`src/rtl/package_settings.sv`:
```
// Shared settings for the filter chain: sample width plus the peak-finder
// event record and FSM state types.
package package_settings;

    localparam int SIZE_FILTER_DATA = 16;

    // Record field widths are fixed here because the event struct is shared.
    localparam int TS_WIDTH   = 16;
    localparam int WIDTH_BITS = 8;

    typedef enum logic [1:0] {
        PF_IDLE    = 2'd0,
        PF_PULSE   = 2'd1,
        PF_HOLDOFF = 2'd2
    } peak_state_t;

    typedef struct packed {
        logic signed [SIZE_FILTER_DATA-1:0] amplitude;
        logic [TS_WIDTH-1:0]                time_tag;
        logic [WIDTH_BITS-1:0]              width;
        logic                               pileup;
    } peak_event_t;

endpackage

```
`src/rtl/peak_event_fifo.sv`:
```
// Synchronous show-ahead FIFO of peak event records. A push is accepted when
// full only if a pop happens on the same edge.
module peak_event_fifo
    import package_settings::*;
#(
    parameter int DEPTH = 4
) (
    input  logic        clk,
    input  logic        reset,
    input  logic        push,
    input  logic        pop,
    input  peak_event_t push_data,
    output peak_event_t pop_data,
    output logic        full,
    output logic        empty
);
    localparam int AW = (DEPTH > 1) ? $clog2(DEPTH) : 1;
    localparam logic [AW:0] FULL_COUNT = (AW+1)'(DEPTH);

    peak_event_t   mem [DEPTH];
    logic [AW-1:0] wr_ptr_reg;
    logic [AW-1:0] rd_ptr_reg;
    logic [AW:0]   count_reg;
    logic          do_push;
    logic          do_pop;

    assign empty   = (count_reg == '0);
    assign full    = (count_reg == FULL_COUNT);
    assign do_pop  = pop && !empty;
    assign do_push = push && (!full || do_pop);

    always_ff @(posedge clk or negedge reset) begin
        if (!reset) begin
            wr_ptr_reg <= '0;
            rd_ptr_reg <= '0;
            count_reg  <= '0;
        end else begin
            if (do_push) wr_ptr_reg <= wr_ptr_reg + 1'b1;
            if (do_pop)  rd_ptr_reg <= rd_ptr_reg + 1'b1;
            case ({do_push, do_pop})
                2'b10:   count_reg <= count_reg + 1'b1;
                2'b01:   count_reg <= count_reg - 1'b1;
                default: count_reg <= count_reg;
            endcase
        end
    end

    always_ff @(posedge clk) begin
        if (do_push) mem[wr_ptr_reg] <= push_data;
    end

    assign pop_data = mem[rd_ptr_reg];

endmodule

```
`src/rtl/filter_peak_finder.sv`:
```
// Pulse detector on a filtered sample stream: measures amplitude, peak time
// and width of each pulse above threshold and queues the result as an event.
module filter_peak_finder
    import package_settings::*;
#(
    parameter int HOLDOFF    = 8,
    parameter int FIFO_DEPTH = 4
) (
    input  logic                               clk,
    input  logic                               reset,
    input  logic signed [SIZE_FILTER_DATA-1:0] input_data,
    input  logic signed [SIZE_FILTER_DATA-1:0] threshold,
    output logic                               event_valid,
    input  logic                               event_ready,
    output logic signed [SIZE_FILTER_DATA-1:0] event_amplitude,
    output logic [TS_WIDTH-1:0]                event_time,
    output logic [WIDTH_BITS-1:0]              event_width,
    output logic                               event_pileup,
    output logic [7:0]                         lost_count,
    output logic                               busy
);
    localparam int HCW = (HOLDOFF > 1) ? $clog2(HOLDOFF) : 1;
    localparam logic [HCW-1:0]        HOLD_LOAD = HCW'(HOLDOFF - 1);
    localparam logic [WIDTH_BITS-1:0] WIDTH_MAX = '1;

    logic signed [SIZE_FILTER_DATA-1:0] s_q_reg;
    logic [TS_WIDTH-1:0]                tag_reg;
    logic [TS_WIDTH-1:0]                ts_reg;
    peak_state_t                        state_reg;
    logic signed [SIZE_FILTER_DATA-1:0] max_reg;
    logic [TS_WIDTH-1:0]                t_max_reg;
    logic [WIDTH_BITS-1:0]              width_reg;
    logic                               pileup_reg;
    logic                               pending_reg;
    logic [HCW-1:0]                     hold_cnt_reg;
    logic                               push_reg;
    peak_event_t                        push_rec_reg;
    logic [7:0]                         lost_reg;

    logic        above;
    logic        pop;
    logic        fifo_full;
    logic        fifo_empty;
    peak_event_t fifo_out;

    assign above = s_q_reg > threshold;

    // Every decision uses the registered sample, tagged with its capture time.
    always_ff @(posedge clk or negedge reset) begin
        if (!reset) begin
            s_q_reg <= '0;
            tag_reg <= '0;
            ts_reg  <= '0;
        end else begin
            s_q_reg <= input_data;
            tag_reg <= ts_reg;
            ts_reg  <= ts_reg + 1'b1;
        end
    end

    always_ff @(posedge clk or negedge reset) begin
        if (!reset) begin
            state_reg    <= PF_IDLE;
            max_reg      <= '0;
            t_max_reg    <= '0;
            width_reg    <= '0;
            pileup_reg   <= 1'b0;
            pending_reg  <= 1'b0;
            hold_cnt_reg <= '0;
            push_reg     <= 1'b0;
            push_rec_reg <= '0;
        end else begin
            push_reg <= 1'b0;
            case (state_reg)
                PF_IDLE: begin
                    if (above) begin
                        state_reg   <= PF_PULSE;
                        max_reg     <= s_q_reg;
                        t_max_reg   <= tag_reg;
                        width_reg   <= {{(WIDTH_BITS-1){1'b0}}, 1'b1};
                        pileup_reg  <= pending_reg;
                        pending_reg <= 1'b0;
                    end
                end
                PF_PULSE: begin
                    if (above) begin
                        if (width_reg == WIDTH_MAX) pileup_reg <= 1'b1;
                        else                        width_reg  <= width_reg + 1'b1;
                        // Strict compare keeps the earliest sample of a plateau.
                        if (s_q_reg > max_reg) begin
                            max_reg   <= s_q_reg;
                            t_max_reg <= tag_reg;
                        end
                    end else begin
                        push_reg     <= 1'b1;
                        push_rec_reg <= '{max_reg, t_max_reg, width_reg, pileup_reg};
                        state_reg    <= PF_HOLDOFF;
                        hold_cnt_reg <= HOLD_LOAD;
                    end
                end
                PF_HOLDOFF: begin
                    if (above) pending_reg <= 1'b1;
                    if (hold_cnt_reg == '0) state_reg    <= PF_IDLE;
                    else                    hold_cnt_reg <= hold_cnt_reg - 1'b1;
                end
                default: state_reg <= PF_IDLE;
            endcase
        end
    end

    assign pop = event_ready && !fifo_empty;

    peak_event_fifo #(
        .DEPTH(FIFO_DEPTH)
    ) u_fifo (
        .clk       (clk),
        .reset     (reset),
        .push      (push_reg),
        .pop       (pop),
        .push_data (push_rec_reg),
        .pop_data  (fifo_out),
        .full      (fifo_full),
        .empty     (fifo_empty)
    );

    always_ff @(posedge clk or negedge reset) begin
        if (!reset) begin
            lost_reg <= '0;
        end else if (push_reg && fifo_full && !pop && lost_reg != 8'hFF) begin
            lost_reg <= lost_reg + 1'b1;
        end
    end

    // Fields read as zero whenever no record is held.
    assign event_valid     = !fifo_empty;
    assign event_amplitude = fifo_empty ? '0 : fifo_out.amplitude;
    assign event_time      = fifo_empty ? '0 : fifo_out.time_tag;
    assign event_width     = fifo_empty ? '0 : fifo_out.width;
    assign event_pileup    = fifo_empty ? 1'b0 : fifo_out.pileup;
    assign lost_count      = lost_reg;
    assign busy            = (state_reg != PF_IDLE);

endmodule

```
`config.mk`:
```
export PLATFORM = sky130hd
export DESIGN_NAME = filter_peak_finder
export DESIGN_NICKNAME = d
export VERILOG_FILES = /design/src/rtl/package_settings.sv /design/src/rtl/peak_event_fifo.sv /design/src/rtl/filter_peak_finder.sv
export SDC_FILE = /design/constraint.sdc
export NUM_CORES = 1
export LEC_CHECK = 0
export ABC_AREA = 1
export CORE_MARGIN = 2
export CORE_UTILIZATION = 60
export CTS_BUF_LIST = sky130_fd_sc_hd__clkbuf_16
export DETAILED_ROUTE_END_ITERATION = 10
export PLACE_DENSITY = 0.77
export SLEW_MARGIN = 20
export SYNTH_ARGS = -nofsm -noshare
export SYNTH_HDL_FRONTEND = slang
export SYNTH_SLANG_ARGS = --single-unit
```
`constraint.sdc`:
```
create_clock -name clk -period 7.1 [get_ports clk]
set_clock_uncertainty 0.2 [all_clocks]
set_input_delay 1.775 -clock clk [delete_from_list [all_inputs] [get_ports clk]]
set_output_delay 1.775 -clock clk [all_outputs]
set_load 0.005 [all_outputs]
```
==> flow_metrics.py, run 1 <==
metrics = {
    "clock_network": {
        "cts_buffers": 31,
        "tritoncts": "built",
        "hold_buffers": 0,
        "clk_path_buf_depth": 3,
        "clk_pin_slew_ns": 0.06,
        "cts_max_level": 1,
        "clk_latency_ns": 0.55,
        "cts_setup_buffers": 0,
        "cts_root_buffer": "clkbuf_16",
        "ctsResizeCount": 0,
        "clkSinkCount": 316,
    },
    "setup_path": {
        "end_kind": "output pin",
        "cp_max_fo": 48,
        "critPathRequiredTime_ns": 5.12,
        "cp.buffers_inverters": 3,
        "worstPathCellList": "inv_2 -> buf_4 -> o21ai_0 -> a21oi_1 -> clkdlybuf4s50_1",
        "r2r-end": "u_fifo.count_reg[2]",
        "cp.depth": 5,
        "worst-r2r-cell-count": 11,
        "max_stage_delay_ns": 0.56,
        "rrSetupSlack_ns": 3.75,
        "r2r-start": "u_fifo.count_reg[0]",
        "slowest_stage": "clkdlybuf4s50_1",
        "path_delay_family": "buffers and inverters",
        "worstSetupStartpointType": "flip-flop",
        "arrival_ns": 2.95,
        "crit_type": "reg -> out",
    },
    "synth": {
        "synth_cell_types": 40,
        "synth_top_area_share_pct": 37.6,
        "yosysTopAreaCell": "edfxtp_1",
        "ys_top_cells_by_count": "nand2_1 (231), nor2_1 (195), edfxtp_1 (164)",
        "synthTopCellsByArea": "edfxtp_1 (38%), dfrtp_1 (29%), nand2_1 (6.6%)",
        "syn_nets": 1277,
        "synth.avg_cell_area_um2": 10.9,
        "ys_warn_count": 0,
        "syn-cell-area_mm2": 0.0131,
        "synth_enable_flop_cells": 164,
        "synth_cells": 1199,
        "synthFlopType": "edfxtp_1",
        "synthArstFlopShare_pct": 48.1,
        "synth_seq_cells": 316,
        "post-synth-top-count-cell": "nand2_1",
        "yosysSeqAreaShare_pct": 66.6,
    },
    "layout": {
        "final_nets": 1357,
        "antenna_cells": 0,
        "area_growth_pct": 16.2,
        "drive_gt1_share_pct": 7.37,
        "n_fill_cell": 1532,
        "fin_util_pct": 70.4,
        "layoutNonFillerInstCount": 1583,
        "largest_register_ffs": 164,
    },
    "hold_path": {
        "worstHoldEndpoint": "tag_reg[4]",
        "min_from": "ts_reg[4]",
        "hold_class": "reg -> reg",
        "whs_path_depth": 0,
    },
    "route": {
        "routed_via_density": 5.47,
        "totalWireLength_mm": 26.4,
        "ant_nets": 0,
        "drc": 0,
        "avgRoutedWirePerCell_um": 16.7,
        "drt_pass1_iterations": 7,
        "dr_total_vias": 8663,
        "drt_iter0_markers": 680,
    },
    "timing": {
        "rsz0062_at_grt": "false",
        "max-slew-margin-rel_pct": 36.3,
        "timing.final.ws_setup_ns": 2.18,
        "tns_ns": 0,
        "maxSlewViolCount": 0,
        "period_minus_slack_ns": 4.92,
        "hold_viol": 0,
        "fmax_mhz": 203,
        "timing.final.crit_share_pct": 69.4,
        "worst_pin_slew_ns": 0.955,
        "setup_viol": 0,
    },
    "floorplanning": {
        "die_width_um": 152,
        "die_h_um": 152,
        "pin_count": 86,
        "rows": 54,
        "core_mm2": 0.0216,
        "die-area_mm2": 0.0230,
        "initial_core_util_pct": 60.6,
    },
    "place": {
        "post-dp-hpwl_mm": 15.9,
        "dp_slack_ns": 2.25,
        "gp_congestion": 0.804,
        "dp.cells": 1526,
        "port_buffers": 85,
    },
    "global_routing": {
        "grt.overflow.total": 0,
        "grt_first_pass_wirelength_mm": 42.8,
        "grt_max_degree": 98,
        "antenna_found_initial": 0,
        "grt_pass1_vias": 8422,
        "grt.total_usage_pct": 23.6,
    },
    "power_and_ir_drop": {
        "leakagePower_uw": 0.00653,
        "net-switching-power_uw": 2080,
        "combPwrFrac_pct": 32.5,
        "pwr_density_cell_mw_per_mm2": 407,
        "p_sw_share_pct": 33.5,
        "p_int_uw": 4120,
        "vdd_drop_max_uv": 232,
        "power.total_uw": 6200,
        "p_seq_share_pct": 40.2,
        "clkPwrFrac_pct": 27.3,
    },
    "status": {
        "status": "finished clean",
    },
    "flow_run": {
        "max-cap-violations": 0,
    },
}
==> layout by cell type, fill, tap and decap left out, types with 2 or more instances in the layout <==
master,synthesis,layout
o21ai_0,76,76
buf_4,3,11
clkdlybuf4s50_1,0,84
nand2_1,231,231
ha_1,42,42
nor2_4,0,4
o21ai_2,10,10
inv_2,4,4
nor3_2,3,3
clkinv_1,3,9
o21ai_1,25,25
bufinv_16,0,5
edfxtp_1,164,164
clkinv_2,0,3
nor2_1,195,191
clkinv_4,0,2
a21oi_1,61,61
xnor2_1,8,8
nand4_1,4,4
inv_1,70,73
nand2_4,2,2
nand2_2,7,7
o31ai_1,2,2
clkbuf_16,0,33
xor2_1,17,17
nand3_1,58,58
clkinvlp_4,0,3
nand3b_1,3,3
nor3_1,2,2
dfrtp_1,152,151
==> layout make-up <==
class,count,area [um^2],share of cell area (%)
sequential,316,8730,57.3
clock buffer,33,826,5.42
multi-input combinational,757,3850,25.3
timing repair buffer,96,935,6.14
clock inverter,24,253,1.66
inverter,77,289,1.90
tap,280,350,2.30
==> worst max path at each step <==
stage	slack, ns	end	startpoint
after floorplan	2.66	u_fifo.mem[0][0]	event_ready
after global placement	2.33	t_max_reg[3]	threshold[11]
after detailed placement	2.25	max_reg[8]	threshold[11]
after CTS	2.16	event_time[1]	u_fifo.rd_ptr_reg[0]
after global routing	2.04	event_amplitude[14]	u_fifo.rd_ptr_reg[0]
final	2.18	event_time[1]	u_fifo.rd_ptr_reg[0]
==> power groups by stage <==
stage | Combinational [uW] | Sequential (uW) | Clock [uW]
floorplan | 1250 | 2440 | 0
global placement | 1950 | 2500 | 0
detailed placement | 2000 | 2520 | 0
CTS | 2040 | 2490 | 1720
global route | 2260 | 2520 | 1790
finish | 2010 | 2490 | 1690
==> per-stage QoR <==
stage,cell area [um^2],hold slack (ns)
5_1_grt,15200,0.216
3_3_place_gp,14100,0.162
2_1_floorplan,13100,0.154
6_report,15200,0.194
4_1_cts,15200,0.195
3_5_place_dp,14100,0.169
==> cells by family after synthesis <==
group | count (synthesis) | synth area share [%]
simple gates | 510 | 16.0
flops | 316 | 66.6
compound gates | 178 | 7.19
buf+inv | 126 | 4.24
fa+ha+maj | 43 | 4.16
xor+xnor | 25 | 1.67
mux | 1 | 0.0860
==> worst reg2reg max path: stages, from the launching register on <==
cell and delay (ns):
dfrtp_1 0.40, nor2_1 0.08, nand2_1 0.12, clkinv_1 0.45, buf_4 0.44, nor2_1 0.32, ha_1 0.21, inv_1 0.08
fa_1 0.42, a21oi_1 0.19, o21ai_0 0.14, xor2_1 0.16
==> routing by layer <==
metal	share of wire [%]	routed length (um)	track usage, %
met2	49	12900	39.9
met3	6.3	1680	3.02
met1	43	11400	33.3
met5	0	0	0
met4	1.8	486	5.51
Note: power is estimated with default switching activity, not from simulation.
==> inputs of run 2 (changes only) <==
--- a/config.mk
+++ b/config.mk
@@ -7,10 +7,10 @@
 export LEC_CHECK = 0
 export ABC_AREA = 1
 export CORE_MARGIN = 2
-export CORE_UTILIZATION = 60
+export CORE_UTILIZATION = 59
 export CTS_BUF_LIST = sky130_fd_sc_hd__clkbuf_16
 export DETAILED_ROUTE_END_ITERATION = 10
-export PLACE_DENSITY = 0.77
+export PLACE_DENSITY = 0.76
 export SLEW_MARGIN = 20
 export SYNTH_ARGS = -nofsm -noshare
 export SYNTH_HDL_FRONTEND = slang
==> constraint.sdc (replaced) <==
create_clock -name clk -period 4.8 [get_ports clk]
set_clock_uncertainty 0.2 [all_clocks]
set_input_delay 1.2 -clock clk [delete_from_list [all_inputs] [get_ports clk]]
set_output_delay 1.2 -clock clk [all_outputs]
set_load 0.005 [all_outputs]
==> flow_metrics.py, run 2 (synthesis gave the netlist of run 1 again) <==
metrics = {
    "status": {
        "status": "finished clean",
    },
    "hold_path": {
        "worstHoldEndpoint": "tag_reg[4]",
        "hold_class": "reg -> reg",
        "min_from": "ts_reg[4]",
        "whs_path_depth": 0,
    },
    "timing": {
        "hold_viol": 0,
        "worst_pin_slew_ns": 0.934,
        "tns_ns": 0,
        "fmax_mhz": 232,
        "setup_viol": 0,
        "max-slew-margin-rel_pct": 37.7,
        "period_minus_slack_ns": 4.31,
        "timing.final.crit_share_pct": 89.9,
        "rsz0062_at_grt": "false",
        "maxSlewViolCount": 0,
        "timing.final.ws_setup_ns": 0.486,
    },
    "clock_network": {
        "cts_buffers": 31,
        "clk_latency_ns": 0.55,
        "clkSinkCount": 316,
        "tritoncts": "built",
        "cts_max_level": 1,
        "ctsResizeCount": 0,
        "hold_buffers": 0,
        "clk_path_buf_depth": 3,
        "clk_pin_slew_ns": 0.06,
        "cts_root_buffer": "clkbuf_16",
        "cts_setup_buffers": 0,
    },
    "power_and_ir_drop": {
        "vdd_drop_max_uv": 423,
        "leakagePower_uw": 0.00656,
        "power.total_uw": 8990,
        "pwr_density_cell_mw_per_mm2": 590,
    },
    "layout": {
        "largest_register_ffs": 164,
        "mostFrequentLayoutCells": "nand2_1 (231), nor2_1 (191), edfxtp_1 (164)",
        "final_cell_area_mm2": 0.0152,
        "final_nets": 1364,
        "final_common_cell": "nand2_1",
        "antenna_cells": 0,
        "fin_util_pct": 69.8,
        "drive_gt1_share_pct": 7.94,
        "area_growth_pct": 16.4,
    },
    "route": {
        "drc": 0,
        "ant_nets": 0,
        "avgRoutedWirePerCell_um": 16.1,
        "totalWireLength_mm": 25.5,
        "dr_total_vias": 8606,
        "drt_pass1_iterations": 5,
        "drt_iter0_markers": 765,
        "routed_via_density": 5.41,
    },
    "setup_path": {
        "crit_type": "reg -> out",
        "end_kind": "output pin",
        "arrival_ns": 2.91,
        "worstSetupStartpointType": "flip-flop",
        "rrSetupSlack_ns": 1.98,
        "r2r-end": "t_max_reg[12]",
        "critPathRequiredTime_ns": 3.40,
        "cp_max_fo": 54,
        "r2r-start": "max_reg[15]",
        "worst-r2r-cell-count": 16,
    },
    "floorplanning": {
        "rows": 54,
        "die_h_um": 153,
        "die-area_mm2": 0.0234,
        "die_width_um": 153,
        "initial_core_util_pct": 60.0,
        "pin_count": 86,
        "core_mm2": 0.0218,
    },
    "global_routing": {
        "grt.total_usage_pct": 22.1,
        "antenna_found_initial": 0,
        "grt_first_pass_wirelength_mm": 42.0,
        "grt_max_degree": 102,
        "grt_pass1_vias": 8334,
        "grt.overflow.total": 0,
    },
    "place": {
        "dp_slack_ns": 0.671,
        "post-dp-hpwl_mm": 15.8,
        "port_buffers": 85,
        "placed_cell_area_mm2": 0.0143,
        "gp_congestion": 0.761,
    },
    "flow_run": {
        "max-cap-violations": 0,
    },
}
-- run 2: changes by cell type in the layout (fill, tap and decap cells not counted) --
cell,change
inv_2,+1
buf_4,+3
clkbuf_16,-2
clkinv_1,-1
clkinvlp_2,-1
buf_12,+4
inv_6,+1
bufinv_16,-2
inv_4,+2
clkinv_2,+4
clkinvlp_4,-2
-- run 2: metal layers --
metal	global-route usage (%)	routed length, um	vias to the layer above
li1	-	-	4178
met1	32.6	11600	4134
met2	35.9	12200	258
met3	2.95	1410	36
met4	5.20	350	0
met5	0	0	-
-- run 2: area by class of cell --
class | count | area (um^2)
clock inverters | 26 | 214
repair buffers | 103 | 1040
multi-input cells | 757 | 3850
well taps | 280 | 350
fillers | 1541 | 6580
inverters | 77 | 289
clock buffers | 31 | 776
flip-flops and latches | 316 | 8730
-- run 2: worst max path at each step --
stage,depth (start not counted),from,slack (ns),end
final,5,u_fifo.rd_ptr_reg[0],0.49,event_width[7]
after global routing,5,u_fifo.rd_ptr_reg[0],0.35,event_width[7]
after CTS,5,u_fifo.rd_ptr_reg[0],0.47,event_width[4]
after detailed placement,13,threshold[15],0.67,t_max_reg[12]
after global placement,13,threshold[15],0.80,t_max_reg[10]
after floorplan,4,event_ready,0.93,u_fifo.mem[0][0]
-- run 2: report_power, final --
group	switching, uW	internal (uW)
clock network	988	1340
registers	333	3370
logic	1710	1240
-- run 2: worst max-delay path, stage by stage, from the launching register on --
cell             delay (ns)
dfrtp_2                0.62
inv_2                  0.46
buf_12                 0.29
o21ai_0                0.13
a21oi_1                0.29
clkdlybuf4s50_1        0.56
-- run 2: per-stage QoR --
stage	hold WS, ns	std cells
5_1_grt	0.189	1590
3_5_place_dp	0.163	1533
6_report	0.187	1590
2_1_floorplan	0.154	1199
3_3_place_gp	0.158	1533
4_1_cts	0.185	1590
